## config.mk

```make
export PLATFORM = sky130hd
export DESIGN_NAME = rcc_ker_clk_div_ctrl
export DESIGN_NICKNAME = d
export VERILOG_FILES = /design/src/rtl/rcc_pkg.sv /design/src/rtl/rcc_ker_div_ch.sv /design/src/rtl/rcc_ker_clk_div_ctrl.sv
export SDC_FILE = /design/constraint.sdc
export NUM_CORES = 1
export LEC_CHECK = 0
export ABC_CLOCK_PERIOD_IN_PS = 2410
export CAP_MARGIN = 20
export CORE_UTILIZATION = 50
export CTS_BUF_LIST = sky130_fd_sc_hd__clkbuf_4 sky130_fd_sc_hd__clkbuf_8 sky130_fd_sc_hd__clkbuf_16
export CTS_CLUSTER_SIZE = 14
export DETAILED_ROUTE_END_ITERATION = 8
export DONT_BUFFER_PORTS = 1
export PLACE_DENSITY = 0.75
export SYNTH_ARGS = -nofsm -noshare
export SYNTH_HDL_FRONTEND = slang
export SYNTH_HIERARCHICAL = 1
export SYNTH_SLANG_ARGS = --single-unit
```

## constraint.sdc

```tcl
create_clock -name clk_in -period 2.41 [get_ports clk_in]
set_input_delay 0.1205 -clock clk_in [delete_from_list [all_inputs] [get_ports clk_in]]
set_output_delay 0.1205 -clock clk_in [all_outputs]
set_load 0.05 [all_outputs]
```

## src/rtl/rcc_pkg.sv

```systemverilog
// Shared defaults and the per-channel kernel-clock enable equation.
package rcc_pkg;

  localparam int CH_NUM_DEF  = 4;
  localparam int DIV_W_DEF   = 5;
  localparam int DIV_RST_DEF = 0;

  // A channel runs if either core wants it: enabled, and not sleeping unless
  // the low-power enable keeps it alive, and never in deep sleep.
  function automatic logic ker_en_raw(
    input logic c1_en,
    input logic c1_lpen,
    input logic c1_sleep,
    input logic c1_deepsleep,
    input logic c2_en,
    input logic c2_lpen,
    input logic c2_sleep,
    input logic c2_deepsleep
  );
    ker_en_raw = (c1_en & (~c1_sleep | c1_lpen) & ~c1_deepsleep) |
                 (c2_en & (~c2_sleep | c2_lpen) & ~c2_deepsleep);
  endfunction

endpackage

```

## src/rtl/rcc_ker_div_ch.sv

```systemverilog
// One kernel-clock channel: half-period divider, glitch-free gate and
// divider-change handshake that only switches on a falling boundary.
module rcc_ker_div_ch
  import rcc_pkg::*;
#(
  parameter int DIV_W   = DIV_W_DEF,
  parameter int DIV_RST = DIV_RST_DEF
) (
  input  logic             clk_in,
  input  logic             rst,
  input  logic             en_raw,
  input  logic             div_req,
  input  logic [DIV_W-1:0] div_val,
  output logic             div_ack,
  output logic             ker_clk,
  output logic             clk_active
);

  localparam logic [DIV_W-1:0] DIV_INIT = DIV_W'(DIV_RST);

  logic [DIV_W-1:0] cnt;
  logic [DIV_W-1:0] div_cur;
  logic [DIV_W-1:0] div_pend;
  logic             phase;
  logic             gate;
  logic             pend;

  logic             at_top;
  logic             stop;
  logic             apply;

  // Decode the boundary, stop and divider-switch conditions from state.
  always_comb begin
    at_top = (cnt == div_cur);
    // Gate only moves while ker_clk is low, so a low phase with the enable
    // gone parks the channel at once; a high phase always completes.
    stop   = ~gate | (~phase & ~en_raw);
    // New divider lands on the falling boundary, or immediately when idle.
    apply  = pend & (~gate | (phase & at_top));
  end

  // Divider counter, output phase and gate.
  always_ff @(posedge clk_in or posedge rst) begin
    if (rst) begin
      cnt   <= '0;
      phase <= 1'b0;
      gate  <= 1'b0;
    end else if (stop) begin
      // phase is already 0 whenever stop is true
      cnt   <= '0;
      phase <= 1'b0;
      gate  <= en_raw;
    end else if (at_top) begin
      cnt   <= '0;
      phase <= ~phase;
    end else begin
      cnt   <= cnt + 1'b1;
    end
  end

  // Current divider and pending request; a request in the apply cycle re-arms.
  always_ff @(posedge clk_in or posedge rst) begin
    if (rst) begin
      div_cur  <= DIV_INIT;
      div_pend <= DIV_INIT;
      pend     <= 1'b0;
    end else begin
      if (apply) div_cur <= div_pend;
      if (div_req) begin
        div_pend <= div_val;
        pend     <= 1'b1;
      end else if (apply) begin
        pend     <= 1'b0;
      end
    end
  end

  assign div_ack    = apply;
  assign ker_clk    = phase;
  assign clk_active = gate;

endmodule

```

## src/rtl/rcc_ker_clk_div_ctrl.sv

```systemverilog
// Kernel-clock divider/gate controller: enable decode plus CH_NUM channels.
module rcc_ker_clk_div_ctrl
  import rcc_pkg::*;
#(
  parameter int CH_NUM  = CH_NUM_DEF,
  parameter int DIV_W   = DIV_W_DEF,
  parameter int DIV_RST = DIV_RST_DEF
) (
  input  logic                    clk_in,
  input  logic                    rst,
  input  logic                    c1_sleep,
  input  logic                    c1_deepsleep,
  input  logic                    c2_sleep,
  input  logic                    c2_deepsleep,
  input  logic [CH_NUM-1:0]       c1_en,
  input  logic [CH_NUM-1:0]       c2_en,
  input  logic [CH_NUM-1:0]       c1_lpen,
  input  logic [CH_NUM-1:0]       c2_lpen,
  input  logic [CH_NUM-1:0]       div_req,
  input  logic [CH_NUM*DIV_W-1:0] div_val,
  output logic [CH_NUM-1:0]       div_ack,
  output logic [CH_NUM-1:0]       ker_clk,
  output logic [CH_NUM-1:0]       clk_active
);

  logic [CH_NUM-1:0] en_raw;

  for (genvar i = 0; i < CH_NUM; i++) begin : g_ch
    assign en_raw[i] = ker_en_raw(c1_en[i], c1_lpen[i], c1_sleep, c1_deepsleep,
                                  c2_en[i], c2_lpen[i], c2_sleep, c2_deepsleep);

    rcc_ker_div_ch #(
      .DIV_W   (DIV_W),
      .DIV_RST (DIV_RST)
    ) u_ch (
      .clk_in     (clk_in),
      .rst        (rst),
      .en_raw     (en_raw[i]),
      .div_req    (div_req[i]),
      .div_val    (div_val[i*DIV_W +: DIV_W]),
      .div_ack    (div_ack[i]),
      .ker_clk    (ker_clk[i]),
      .clk_active (clk_active[i])
    );
  end

endmodule

```

==> results_dict.tcl <==
set metrics [dict create \
    status "complete, no violations" \
    worstSetupPathType "reg2out" \
    ys_ff_latch 72 \
    synth_edf_count 0 \
    max-vdd-ir-drop_v 0.000498 \
    insertion_delay_ps 330 \
    fin_setup_tns_ps 0 \
    ys_types 21 \
    ys.flop_type "dfrtp_1" \
    drt-initial-drc-count 71 \
    num-nets-final 358 \
    post_cts_resized 0 \
    maxCapViolCount 0 \
    synth_area_sq_mm 0.00327 \
    rows 29 \
    setup_violations 0 \
    synth_nets 314 \
    fin_crit_sh_pct 82.5 \
    min_period_ps 1990 \
    ios 58 \
    vias_per_cell 5.26 \
    ant_nets 0 \
    wl_per_cell_um 15.3 \
    firstDrtPassIters 4 \
    antenna_found_initial 0 \
    synth_async_sr_flop_share_pct 100 \
    die_w_um 82.9 \
    final_common_cell "dfrtp_1" \
    clock.fmax_mhz 503 \
    diodes 0 \
    cts.sinks 72 \
    post_cts_buffers 0 \
    die_y_um 82.9 \
    routed_wl_um 5940 \
    path_cells "xnor2_1, nand3_1, o32ai_4, buf_4" \
    grt_pass1_wl_um 10300 \
    crit_arrival_ps 1870 \
    power.density_mw_per_mm2 730 \
    place_inst 349 \
    startpoint_type "flip-flop" \
    grt_max_degree 19 \
    vias 2048 \
    worst_slew_pin_slew_ps 679 \
    max_slew_margin_pct 54.7 \
    grt_usage_pct 19.1 \
    syn_inst 264 \
    fin_worst_skew_ps 6.15 \
    hold_viol_final 0 \
    path_buf_inv 1 \
    crit_slowest_cell "o32ai_4" \
    hold_path_class "in2reg" \
    cp_slowest_stage_delay_ps 470 \
    worst_path_dominant_cell_family "compound AO/OA/AOI/OAI gates" \
    io_buffers 0 \
    cts_tree "yes" \
    cts_max_path_buffers 2 \
    fillers 482 \
    grt_pass1_vias 2124 \
    crit_fanout 6 \
    gp_congestion 0.748 \
    numCtsBuffers 9 \
    clk_pin_slew_worst_paths_ps 70 \
    initial_core_util_pct 51.5 \
    areaGrowthSynthToFinish_pct 18.7 \
    finalMaxSlewViolations 0 \
    placed_area_sq_mm 0.00344 \
    cts-root-buf "clkbuf_8" \
    pre_cts_ws_ps 671 \
    yosysWarnings 6 \
    required_ps 2290 \
    layout-drive-gt1-share_pct 23.4 \
    overflow 0 \
    h-tree-depth 3 \
    total_leakage_power_nw 1.66 \
    rsz0062_at_grt "false" \
    core_sq_mm 0.00635 \
    final_cell_area_sq_mm 0.00388 \
    worst_slack_ps 422 \
    end_kind "primary output" \
    hpwl_um 4250 \
    stdcell_count 389 \
    synth.avg_cell_area_sq_um 12.4 \
    dieArea_sq_mm 0.00687 \
    final_cell_mix "72 x dfrtp_1, 40 x mux2_2, 25 x dlygate4sd3_1" \
    ys_seq_area_share_pct 55.0 \
    drc_errors 0 \
]
power by group:
part	switching, mW	internal, mW
clock network	0.402	0.507
registers	0.0919	1.34
logic	0.245	0.248
through the flow:
| step | util [%] | hold WS, ps | total power, mW |
|---|---|---|---|
| finish | 61.2 | 72.6 | 2.84 |
| global route | 61.2 | 54.8 | 2.99 |
| CTS | 61.2 | 40.6 | 2.89 |
| detailed placement | 54.2 | 137 | 1.91 |
| global placement | 54.2 | 135 | 1.90 |
| floorplan | - | 59.1 | 1.82 |
cell families after synthesis:
| logic type | share of synthesized area (%) |
|---|---|
| xor gates and xnor gates | 8.56 |
| DFF | 55.0 |
| adders and majority gates | 1.53 |
| muxes | 15.0 |
| buffers and inverters | 2.75 |
| and+or+nand+nor | 10.0 |
| AOI/OAI and AO/OA | 7.11 |
layer usage:
metal	vias to the layer above	GRT usage, %	routed length [um]
li1	982	-	-
met1	1020	24.3	2670
met4	0	8.46	94
met5	-	0	0
met3	6	4.17	221
met2	40	31.3	2960
worst paths after layout:
path | start | to | slack (ps) | depth (start not counted)
setup / recovery | g_ch[0].u_ch/cnt[0] | div_ack[0] | 420 | 4
hold / removal | c2_deepsleep | g_ch[3].u_ch/clk_active | 70 | 2
setup reg to reg | g_ch[0].u_ch/cnt[0] | g_ch[0].u_ch/div_cur[3] | 660 | 4
hold reg to reg | g_ch[1].u_ch/div_pend[1] | g_ch[1].u_ch/div_cur[1] | 500 | 1
max in group asynchronous | rst | g_ch[0].u_ch/cnt[2] | 1520 | 2
min in group asynchronous | rst | g_ch[2].u_ch/cnt[4] | 440 | 2
cell usage after synthesis, types with 3 or more instances:
library cell | count | area (sq um)
a21oi_1 | 4 | 20.0
a31oi_1 | 4 | 25.0
clkbuf_1 | 4 | 15.0
dfrtp_1 | 72 | 1800
ha_1 | 4 | 50.1
inv_1 | 20 | 75.1
mux2_2 | 40 | 450
mux2i_1 | 4 | 40.0
nand2_1 | 12 | 45.0
nand2b_1 | 8 | 50.1
nand3_1 | 12 | 60.1
nand3b_1 | 4 | 30.0
nor2_1 | 24 | 90.1
nor2b_1 | 7 | 43.8
o221ai_1 | 4 | 35.0
o32ai_1 | 3 | 26.3
o32ai_4 | 4 | 110
xnor2_1 | 24 | 210
xor2_1 | 8 | 70.1
sequential cells by signal (all words and copies together), names as in the netlist:
signal,cells
g_ch.u_ch/div_pend,20
g_ch.u_ch/pend,4
g_ch.u_ch/clk_active,4
g_ch.u_ch/cnt,20
g_ch.u_ch/ker_clk,4
g_ch.u_ch/div_cur,20
area by class of cell:
cell class	instances	area (sq um)	share of cell area, %
Clock buffer	11	145	3.74
Clock inverter	4	45.0	1.16
Inverter	20	75.1	1.93
Multi-Input combinational cell	168	1380	35.6
Sequential cell	72	1800	46.4
Tap cell	77	96.3	2.48
Timing Repair Buffer	37	340	8.76
what timing repair did:
action | CTS | global route
hold endpoints to repair | 96 | 0
hold buffers | 25 | 0
endpoints found under the setup margin | 0 | 0
Power figures use the tool's default switching activity.
